===== config.mk =====
export PLATFORM = sky130hd
export DESIGN_NAME = int_ctrl
export DESIGN_NICKNAME = d
export VERILOG_FILES = /design/src/rtl/int_pkg.sv /design/src/rtl/prio_enc4.sv /design/src/rtl/int_ctrl.sv
export SDC_FILE = /design/constraint.sdc
export NUM_CORES = 1
export LEC_CHECK = 0
export CORE_ASPECT_RATIO = 0.5
export CORE_UTILIZATION = 45
export CTS_CLUSTER_SIZE = 8
export DETAILED_ROUTE_END_ITERATION = 7
export PLACE_DENSITY_LB_ADDON = 0.12
export SETUP_SLACK_MARGIN = 0.5
export SYNTH_ARGS = -nofsm -noshare
export SYNTH_HDL_FRONTEND = slang
export SYNTH_SLANG_ARGS = --single-unit

===== constraint.sdc =====
create_clock -name Clk -period 1.9 [get_ports Clk]
set_input_delay 0.19 -clock Clk [delete_from_list [all_inputs] [get_ports Clk]]
set_output_delay 0.19 -clock Clk [all_outputs]
set_load 0.01 [all_outputs]

===== src/rtl/int_pkg.sv =====
// Shared definitions for the vectored interrupt controller.
//   NUM_IRQ        : number of interrupt lines
//   DEF_VEC_BASE   : default vector address of IRQ0
//   DEF_VEC_STRIDE : default spacing between consecutive vectors
//   state_t        : controller state encoding
//   vec_addr()     : vector address for an interrupt id (wraps mod 256)
package int_pkg;

  localparam int NUM_IRQ = 4;
  localparam logic [7:0] DEF_VEC_BASE = 8'hF0;
  localparam int DEF_VEC_STRIDE = 4;

  typedef enum logic [1:0] {
    IDLE    = 2'd0,
    ENTER   = 2'd1,
    SERVICE = 2'd2,
    EXIT    = 2'd3
  } state_t;

  function automatic logic [7:0] vec_addr(input logic [7:0] base,
                                          input int         stride,
                                          input logic [1:0] id);
    logic [7:0] stride8;
    stride8 = 8'(stride);
    return base + stride8 * {6'd0, id};
  endfunction

endpackage


===== src/rtl/prio_enc4.sv =====
// Combinational 4-to-2 priority encoder, bit 0 has highest priority.
//   req   in  4  request vector
//   id    out 2  index of the highest-priority set bit (0 when none)
//   valid out 1  at least one request bit is set
module prio_enc4 (
  input  logic [3:0] req,
  output logic [1:0] id,
  output logic       valid
);

  always_comb begin
    id    = 2'd0;
    valid = |req;
    if (req[0])      id = 2'd0;
    else if (req[1]) id = 2'd1;
    else if (req[2]) id = 2'd2;
    else if (req[3]) id = 2'd3;
  end

endmodule


===== src/rtl/int_ctrl.sv =====
// Single-level vectored interrupt controller.
// Latches rising edges on four irq lines, accepts the highest-priority
// enabled request at an instruction boundary, jumps to its vector and
// restores the saved PC/flags on return-from-interrupt.
//   Clk, Rst        clock, async active-high reset
//   irq             interrupt lines (rising edge requests)
//   instr_boundary  PC is about to advance to a new instruction
//   pc_in, band_in  context captured on acceptance
//   ei, di, reti    decoder strobes
//   mask_we/wdata   mask register write (1 = enabled)
//   pc_load, pc_load_addr        PC load strobe and address
//   band_restore, band_out       flag restore strobe and value
//   in_service      one-hot id of the interrupt being serviced
//   gie             global interrupt enable
//
// state   | meaning
// --------+-------------------------------------------------
// IDLE    | waiting for an enabled request at a boundary
// ENTER   | one cycle: load PC with the vector address
// SERVICE | handler running, waiting for reti
// EXIT    | one cycle: load PC with return address, restore flags
module int_ctrl
  import int_pkg::*;
#(
  parameter logic [7:0] VEC_BASE   = DEF_VEC_BASE,
  parameter int         VEC_STRIDE = DEF_VEC_STRIDE
) (
  input  logic       Clk,
  input  logic       Rst,
  input  logic [3:0] irq,
  input  logic       instr_boundary,
  input  logic [7:0] pc_in,
  input  logic [2:0] band_in,
  input  logic       ei,
  input  logic       di,
  input  logic       reti,
  input  logic       mask_we,
  input  logic [3:0] mask_wdata,
  output logic       pc_load,
  output logic [7:0] pc_load_addr,
  output logic       band_restore,
  output logic [2:0] band_out,
  output logic [3:0] in_service,
  output logic       gie
);

  state_t state_q, state_d;

  logic [NUM_IRQ-1:0] irq_q;
  logic [NUM_IRQ-1:0] pending;
  logic [NUM_IRQ-1:0] mask;
  logic [NUM_IRQ-1:0] req_en;
  logic [NUM_IRQ-1:0] rise;
  logic [NUM_IRQ-1:0] clr;
  logic [7:0]         ret_addr;
  logic [2:0]         ret_band;
  logic [1:0]         enc_id;
  logic               enc_valid;
  logic               accept;
  logic               leave;

  assign req_en = pending & mask;
  assign rise   = irq & ~irq_q;
  assign clr    = accept ? (4'b0001 << enc_id) : 4'b0000;

  prio_enc4 u_prio_enc4 (
    .req   (req_en),
    .id    (enc_id),
    .valid (enc_valid)
  );

  always_ff @(posedge Clk or posedge Rst) begin
    if (Rst) state_q <= IDLE;
    else     state_q <= state_d;
  end

  always_comb begin
    state_d = state_q;
    accept  = 1'b0;
    leave   = 1'b0;
    case (state_q)
      IDLE: begin
        if (gie && enc_valid && instr_boundary) begin
          accept  = 1'b1;
          state_d = ENTER;
        end
      end
      ENTER:   state_d = SERVICE;
      SERVICE: begin
        if (reti) begin
          leave   = 1'b1;
          state_d = EXIT;
        end
      end
      EXIT:    state_d = IDLE;
      default: state_d = IDLE;
    endcase
  end

  // Strobes are decoded from the one-cycle states; the address and flag
  // outputs are registers loaded on the way in, so they hold afterwards.
  assign pc_load      = (state_q == ENTER) || (state_q == EXIT);
  assign band_restore = (state_q == EXIT);

  always_ff @(posedge Clk or posedge Rst) begin
    if (Rst) begin
      irq_q        <= '0;
      pending      <= '0;
      mask         <= '0;
      gie          <= 1'b0;
      ret_addr     <= 8'h00;
      ret_band     <= 3'b000;
      pc_load_addr <= 8'h00;
      band_out     <= 3'b000;
      in_service   <= 4'b0000;
    end else begin
      irq_q <= irq;
      // A new edge wins over the acceptance clear so it is never lost.
      pending <= (pending & ~clr) | rise;
      if (mask_we) mask <= mask_wdata;

      if (state_q == EXIT) gie <= 1'b1;
      else if (accept)     gie <= 1'b0;
      else if (di)         gie <= 1'b0;
      else if (ei)         gie <= 1'b1;

      if (accept) begin
        ret_addr     <= pc_in;
        ret_band     <= band_in;
        pc_load_addr <= vec_addr(VEC_BASE, VEC_STRIDE, enc_id);
        in_service   <= 4'b0001 << enc_id;
      end
      if (leave) begin
        pc_load_addr <= ret_addr;
        band_out     <= ret_band;
      end
      if (state_q == EXIT) in_service <= 4'b0000;
    end
  end

endmodule


==> reports/results.txt <==
The run finished with clean final reports. Setup violations remaining at the end of the flow were counted as 0. Placed wire-length estimate: 2.339 mm. In this run, synthesis produced a sequential element count of 41. Kind of critical path: register to register. In this run the core area contains 15 standard-cell rows. Once layout is complete, the utilization of the core stands at 78.67%.

The congestion estimate from routability-driven global placement came to 0.7433. The data arrival at the endpoint of the critical path was 1800 ps; the number of port buffers was 43. The total of hold buffers inserted after clock tree synthesis was 0; the count of antenna diodes in the layout was 0. Per report_power, the combinational group accounts for 45.2% of the total.

The portion of total power attributed to the clock network was 19.0%. The path class of the tightest hold or removal check is input port to asynchronous set/reset pin. The worst setup path is captured at a register.

On the critical path the largest part of the delay comes from buffers and inverters. In this run the clock root is driven by a sky130_fd_sc_hd__clkbuf_8. The number of synthesized flops with an enable pin came out at 0.

The logs give 2.537 mW for the internal portion of total power and 33 for the count of unique library cells instantiated by Yosys. The maximum clock frequency was 640.4 MHz. The number of pins with negative max-slew slack in the final report came out at 0. For this block, the routed nets add up to 4.199 mm of wire. The H-tree was split into 2 levels. The global-route wire length before repair was 6.555 mm; the worst path buffer plus inverter count was 4. The total count of hold-check failures in the final report was 0; the length in cells of the worst reg-to-reg path was 9. The number of nets in the final layout was 260; the vias per cell was 4.943.

Data on the critical path is required at its endpoint by 2140 ps. The tools report the last element of the critical path as ret_addr[3]$_DFFE_PP0P_. For flop-to-flop paths, the worst setup slack is 340 ps. Once detail routing completed, the nets flagged for antenna violations numbered 0. In this run, CTS created clock tree buffers numbering 5.

The number of nets in the synthesized netlist was 196. The logs give 290 ps for the clock latency of the later-clocked register in the worst-skew pair and 704.9 uV for the peak supply drop. The total area inside the core boundary comes to 3566 um^2.

Counting flops with an async set or reset pin after synthesis yields a share of 100.0%. The initial cell density of the core was 48.98%; the initial antenna violation count was 0. The total of max-cap violations was 0. Static leakage power: 1.408 nW. The residual overflow from global routing is 0, and the floorplan die width is 90.11 um.

The power per cell area is 1371 nW/um^2. The tools report the setup TNS as 0 ps. The worst register-to-register path ends at ret_addr[3]$_DFFE_PP0P_. In the synthesized netlist the dominant register cell turns out to be sky130_fd_sc_hd__dfrtp_1. Synthesis produced 165 cells. In this run the critical register-to-register path is launched from state_q[0]$_DFFE_PP0P_. The cell accounting for the most synthesized area was sky130_fd_sc_hd__dfrtp_1. Summed over all nets, the switching power comes to 1.307 mW. Sequential elements use 58.74% of the synthesized area. For this design, the sink count on the clock tree is 41. The growth of design area from synthesis to finish works out to 60.60%. The share of the clock period used by the worst path after layout is 82.18%, and the post-route DRC violation count is 0. STA classifies the critical path startpoint as a register. At the pin with the least slew margin, the transition time is 513.9 ps.

During synthesis, Yosys emitted a total of 0 warnings. The portion of synthesized cell area occupied by the leading cell type works out to 58.74%. TritonCTS built the clock tree.

Number of buffers between clock root and the deepest sink: 2. For the sequential cell fraction of total power, the log shows 35.8%. After detailed routing, the average wire length per cell comes to 14.94 um. In this run switching power makes up 34.00% of total power. Between clock sinks in the finished design, the worst skew comes to 8.706 ps. In this run the worst setup path begins at state_q[0]$_DFFE_PP0P_. The logic depth of the worst setup path including buffers was 9; the time the final worst path needs with I/O delays and setup was 1561 ps. The number of DRC violations after detailed-routing iteration 0 is 21.

Setup repair after global routing could not meet its margin everywhere. In this run, placement finished with an instance count of 257. On the worst path, the slowest cell contributes a delay of 430 ps. Sorting the synthesized cells by area gives the leading types as sky130_fd_sc_hd__dfrtp_1 (59%), sky130_fd_sc_hd__nand2_1 (9.7%), sky130_fd_sc_hd__mux2_2 (4.5%).

The total global routing track utilization is 21.84%, and the via count is 1389. Height of the chip: 46.06 um. The tools report the via count of the first global-routing pass as 1370.

On the critical path, the stage with the largest delay is an instance of sky130_fd_sc_hd__dfrtp_1. The worst-case hold slack is 317.8 ps. The pre-antenna-repair detailed-routing pass consisted of 4 iterations. 44 I/O pins were placed. For the worst slew margin relative to its limit, the log shows 65.74%. The cell that appears most often on the critical path is sky130_fd_sc_hd__buf_6.

Entering global routing, the biggest net connects 42 pins. The ratio of cells with drive above 1 in the final layout works out to 37.39%. Post-synthesis instance area: 1747 um^2.

After clock tree synthesis, the clock-pin slew on the worst setup and hold paths is 80 ps. Walking the worst path, the cells encountered are buf_6 > inv_6 > ha_4 > and3_4 > o21a_4 > buf_6 > clkbuf_16 > nand2_2 > nand2_1. The run gives 281 as the final instance count without filler cells. The largest fanout on the critical path is 4, and the die area is 4150 um^2.

Averaged over all synthesized cells, the footprint is 10.59 um^2.
state kept, by name, summed over array words and instances (netlist names):
register      cells
gie               1
band_out          3
ret_band          3
pc_load_addr      8
state_q           2
irq_q             4
in_service        4
pending           4
mask              4
ret_addr          8
worst min path at each step:
stage	slack (ps)	depth (start not counted)	end
4_1_cts	330	3	ret_addr[3]$_DFFE_PP0P_
6_report	320	3	pc_load_addr[3]$_DFFE_PP0P_
3_5_place_dp	410	1	pending[0]$_DFF_PP0_
2_1_floorplan	220	0	irq_q[0]$_DFF_PP0_
5_1_grt	360	1	irq_q[3]$_DFF_PP0_
3_3_place_gp	410	1	pending[0]$_DFF_PP0_
through the flow:
stage	worst slack, ps	power (mW)	instance area (um^2)
floorplan	454.2	2.110	1772
global placement	335.2	2.630	2260
detailed placement	314.0	2.669	2260
CTS	357.8	3.691	2635
global route	297.7	4.067	2805
finish	338.6	3.845	2805
kinds of logic after synthesis:
group,count (synthesis),share of synthesized area [%]
simple gates,73,17.12
compound gates,25,11.32
fa+ha+maj,5,3.582
buf+inv,13,3.868
mux,8,5.372
flops,41,58.74
routing by layer:
metal | track usage (%) | wire [um] | vias up
met2 | 37.10 | 2012 | 33
met4 | 8.065 | 34 | 0
met3 | 6.106 | 179 | 5
met5 | 0 | 0 | -
met1 | 27.80 | 1973 | 671
li1 | - | - | 680
cell type report:
type,instances,area [um^2]
Multi-Input combinational cell,112,873.3
Clock inverter,2,37.54
Fill cell,231,760.7
Timing Repair Buffer,62,689.4
Tap cell,51,63.81
Inverter,7,31.28
Clock buffer,6,82.58
Sequential cell,41,1027
layout by cell type, fill, tap and decap left out, drive strengths merged, types with 3 or more instances in the layout:
cell type	instances
clkdlybuf4s50	26
o21ai	6
nor2	15
a21oi	7
buf	20
dlygate4sd2	4
dfrtp	41
a22o	4
clkbuf	7
inv	7
dlymetal6s2s	11
nor3	4
nand2	45
nand3	3
ha	5
mux2	8
power by group through the flow:
stage	logic, mW	registers (mW)	clock network, mW
after floorplan	0.703	1.41	0
after global placement	1.26	1.37	0
after detailed placement	1.29	1.38	0
after CTS	1.57	1.37	0.750
after global routing	1.88	1.41	0.775
final	1.74	1.38	0.731
worst register-to-register path, cell delays in order (launching register included):
cell	delay [ps]
sky130_fd_sc_hd__dfrtp_1	430
sky130_fd_sc_hd__buf_6	150
sky130_fd_sc_hd__inv_6	60
sky130_fd_sc_hd__ha_4	140
sky130_fd_sc_hd__and3_4	210
sky130_fd_sc_hd__o21a_4	170
sky130_fd_sc_hd__buf_6	130
sky130_fd_sc_hd__clkbuf_16	140
sky130_fd_sc_hd__nand2_2	40
sky130_fd_sc_hd__nand2_1	50
synth_stat cells (all sizes together), types with 2 or more instances:
cell type,instances
nand2,45
a21o,2
a22o,4
mux2,8
o2bb2ai,2
a21oi,7
nand4,2
buf,5
nand3,3
ha,5
o21ai,5
nor2,15
dfrtp,41
nor3,4
inv,7
repair_timing:
| item | 4_1_cts | 5_1_grt |
|---|---|---|
| gates resized for setup | 41 | 40 |
| cloned | 3 | 1 |
| setup endpoints to repair | 34 | 46 |
| pin swaps | 19 | 18 |
| setup buffers | 10 | 2 |
Power figures use the tool's default switching activity.
==> RTL edit 1 (config.mk and constraints unchanged) <==
Take the reset off `pending` and load it in a clocked block of its own.
--- a/src/rtl/int_ctrl.sv
+++ b/src/rtl/int_ctrl.sv
@@ -106,5 +106,4 @@
     if (Rst) begin
       irq_q        <= '0;
-      pending      <= '0;
       mask         <= '0;
       gie          <= 1'b0;
@@ -117,5 +116,4 @@
       irq_q <= irq;
       // A new edge wins over the acceptance clear so it is never lost.
-      pending <= (pending & ~clr) | rise;
       if (mask_we) mask <= mask_wdata;
 
@@ -139,4 +137,8 @@
   end
 
+  always_ff @(posedge Clk) begin
+    pending <= (pending & ~clr) | rise;
+  end
+
 endmodule
 
Check against the original RTL: not equivalent (Yosys sat finds a counterexample within 4 cycles, from zero or initial values and one cycle with Rst high).
==> RTL edit 1 against the unedited design <==
Routed wire length grew 3.9%. Synthesized area shrank 1.4%. Sequential cell count is the same. Synthesized cell count shrank 0.61%. Largest cell class unchanged. Cell area shrank 4.5%. Critical path type is now reg2out. Setup slack lost 0.061 ns. Total power shrank 0.23%.
==> RTL edit 1: results <==
[global_routing]
grt_start_max_net_pins = 38
grt_usage_pct = 21.1
use_met2_pct = 35.4
gr-usage-met1_pct = 27.3
grtUsageMet3_pct = 5.98
grt_pass1_wl_microns = 6130

[yosys]
ys_warn_count = 0
postSynth.asyncResetShare_pct = 90.2
seq_area_frac_synth_pct = 58.4
synthTopCellsByArea = dfrtp_1 54%, nand2_1 9.8%, dfxtp_1 4.6%, mux2_2 4.6%, ha_1 3.6%
synth_cells = 164
synth_xor_area_share_pct = 0
synth_compound_area_share_pct = 11.5
synthTopCellsByCount = 45 x nand2_1, 37 x dfrtp_1, 15 x nor2_1
synthAdderAreaFrac_pct = 3.63
synth_nets = 195
muxShareOfSynthArea_pct = 5.45

[setup_path]
crit_fanout = 3
cp.arrival_ns = 1.43

[power]
leakage_nw = 1.37
peakVddDrop_mv = 0.539

[place]
post-place-ws_ns = 0.275
dp_hpwl_microns = 2480
gp_congestion = 0.773
placed_cell_area_sq_um = 2230
dp_cells = 258

[drt]
route.met3.wl_microns = 188
route.layer.met1.wl_microns = 2080
wl_met2_microns = 2080
drt-initial-drc-count = 38
routed-via-count = 1432
finalWirelength_microns = 4360

[sta]
slew_headroom_pct = 68.8
fin_skew_ns = 0.00684

[clock_tree]
root_buffer = clkbuf_8

[layout]
finalNonFillerCells = 282
drive_above_1_share_pct = 31.2

[run_status]
status = finished, final reports clean
==> RTL edit 1: changes by cell type in the layout (fill, tap and decap cells not counted), sizes merged <==
cell,change
dlygate4sd2,-2
clkbuf,-2
dfrtp,-4
buf,+3
clkinv,+1
clkdlybuf4s50,+2
dfxtp,+4
clkinvlp,-1
==> RTL edit 1: layout make-up <==
type                       count  area, sq um
clock inverter                 2         35.0
timing repair buffer          64          662
multi-input combinational    112          811
fill                         226          868
tap                           51         63.8
inverter                       7         31.3
sequential                    41         1010
clock buffer                   5         68.8
==> RTL edit 1: path summary, 6_finish.rpt <==
check | slack [ns] | depth (start not counted) | start | end
max | 0.28 | 4 | state_q[0]$_DFFE_PP0P_ | pc_load
min | 0.31 | 3 | Rst | ret_addr[3]$_DFFE_PP0P_
max reg2reg | 0.28 | 7 | state_q[0]$_DFFE_PP0P_ | state_q[1]$_DFFE_PP0P_
min reg2reg | 0.43 | 1 | irq_q[1]$_DFF_PP0_ | pending[1]$_DFF_P_
max in group asynchronous | 1.24 | 3 | Rst | gie$_DFFE_PP0P_
min in group Clk | 0.37 | 1 | irq[1] | irq_q[1]$_DFF_PP0_
==> RTL edit 1: what timing repair did <==
action                     4_1_cts  5_1_grt
setup endpoints to repair       31       46
gates resized for setup         33       34
hold endpoints to repair         0        0
cloned                           3        0
setup buffers                    8        6
pin swaps                        4       15
hold buffers                     0        0
==> RTL edit 1: critical path, cell delays in order (launching register included) <==
cell and delay (ns):
dfrtp_1 0.42, buf_4 0.15, ha_2 0.17, or2_2 0.28, buf_6 0.12
==> RTL edit 1: power breakdown <==
group	leakage, nW	internal (mW)	switching [mW]	total (mW)
Combinational	0.831	0.991	0.778	1.77
Sequential	0.487	1.17	0.231	1.40
Clock	0.0540	0.382	0.284	0.666
==> RTL edit 2 (config.mk and constraints unchanged) <==
Made on the original files. Register the outputs `pc_load` and `band_restore`; this adds one clock of latency there. The other outputs are not delayed to match.
--- a/src/rtl/int_ctrl.sv
+++ b/src/rtl/int_ctrl.sv
@@ -100,6 +100,8 @@
   // Strobes are decoded from the one-cycle states; the address and flag
   // outputs are registers loaded on the way in, so they hold afterwards.
-  assign pc_load      = (state_q == ENTER) || (state_q == EXIT);
-  assign band_restore = (state_q == EXIT);
+  always_ff @(posedge Clk) begin
+    pc_load      <= (state_q == ENTER) || (state_q == EXIT);
+    band_restore <= (state_q == EXIT);
+  end
 
   always_ff @(posedge Clk or posedge Rst) begin
Check against the original RTL: not equivalent (a bounded check fails within 4 cycles, from zero or initial values and one cycle with Rst high).
==> RTL edit 2 against the unedited design <==
Die area grew 2.8%. Combinational power shrank 9%. Fmax grew 5.8%. Global-route usage shrank 1.4 points. First-iteration DRC count grew 81%. Sequential cell count grew 2. Setup slack gained 0.086 ns. Clock power shrank 19%. Synthesized area grew 2.9%. Cell area shrank 3.3%. Routed wire length shrank 0.52%. Sequential power grew 4%. Total power shrank 6.2%. Clock skew shrank 0.0028 ns. Critical path type unchanged. Largest power group unchanged.
==> RTL edit 2: results <==
[layout]
buf_share_pct = 23.8
fillers = 253
multi_input_cells = 114
nets = 266
final-seq-area_sq_um = 1070
multiInputGateArea_sq_um = 817
buffers = 63

[place]
placed_cell_area_sq_um = 2310
dp_cells = 260
post-place-ws_ns = 0.295
gp_congestion = 0.756

[sta]
slew_headroom_pct = 79.2
fin_skew_ns = 0.00589

[run_status]
status = finished, final reports clean

[clock_tree]
cts_sinks = 43

[yosys]
muxShareOfSynthArea_pct = 5.22
synthDistinctLibCells = 30
synthTopCellsByArea = dfrtp_1 57%, nand2_1 9.4%, mux2_2 4.4%, ha_1 3.5%, nor2_1 3.3%
synth_nets = 198
synthTopCellsByCount = 45 x nand2_1, 41 x dfrtp_1, 16 x nor2_1
postSynth.asyncResetShare_pct = 95.3

[drt]
vias_per_cell = 5.03
drt-initial-drc-count = 38

[global_routing]
grt_pass1_wl_microns = 6220
grt_pass1_vias = 1354

[setup_path]
crit_fanout = 5
cp.arrival_ns = 1.66
[RTL edit 2: cell count changes after synthesis, moves of 2 or more]
| cell | before | now |
|---|---|---|
| a21oi_1 | 6 | 11 |
| nor3_1 | 4 | 0 |
| a22oi_4 | 0 | 2 |
| buf_2 | 3 | 1 |
| dfxtp_1 | 0 | 2 |
| o21ai_0 | 3 | 5 |
| o2bb2ai_1 | 2 | 0 |
[RTL edit 2: power by group]
| part | switching, mW | internal, mW | leakage, nW |
|---|---|---|---|
| sequential | 0.203 | 1.23 | 0.508 |
| clock | 0.297 | 0.293 | 0.0482 |
| combinational | 0.745 | 0.834 | 0.805 |
| total | 1.25 | 2.36 | 1.36 |
[RTL edit 2: repair_timing]
item / CTS / global route
gates resized for setup: 12 / 45
setup endpoints to repair: 39 / 39
setup buffers: 11 / 5
gates cloned: 2 / 1
pin swaps: 3 / 23
[RTL edit 2: critical path: cells and delay by family (launching register included)]
family,cells,cell delay (ns)
adders and majority gates,1,0.25
muxes,1,0.32
DFF,1,0.38
buffers and inverters,1,0.07
AOI/OAI and AO/OA,1,0.17
and+or+nand+nor,1,0.17
[RTL edit 2: final timing paths]
check                                     endpoint  slack [ns]  cells after the start
setup reg to reg            state_q[1]$_DFFE_PP0P_        0.42                      5
hold reg to reg               pending[0]$_DFF_PP0_        0.47                      1
min in group Clk                irq_q[0]$_DFF_PP0_        0.37                      1
hold / removal             ret_addr[6]$_DFFE_PP0P_        0.25                      3
setup / recovery            state_q[1]$_DFFE_PP0P_        0.42                      5
max in group asynchronous     pending[2]$_DFF_PP0_        1.45                      3
[RTL edit 2: routing by layer]
layer	wire length [microns]	vias to the layer above	GRT usage (%)
met2	1850	47	32.5
met3	317	10	9.74
met5	0	-	0
met1	1890	700	24.5
li1	-	687	-
met4	114	0	8.25
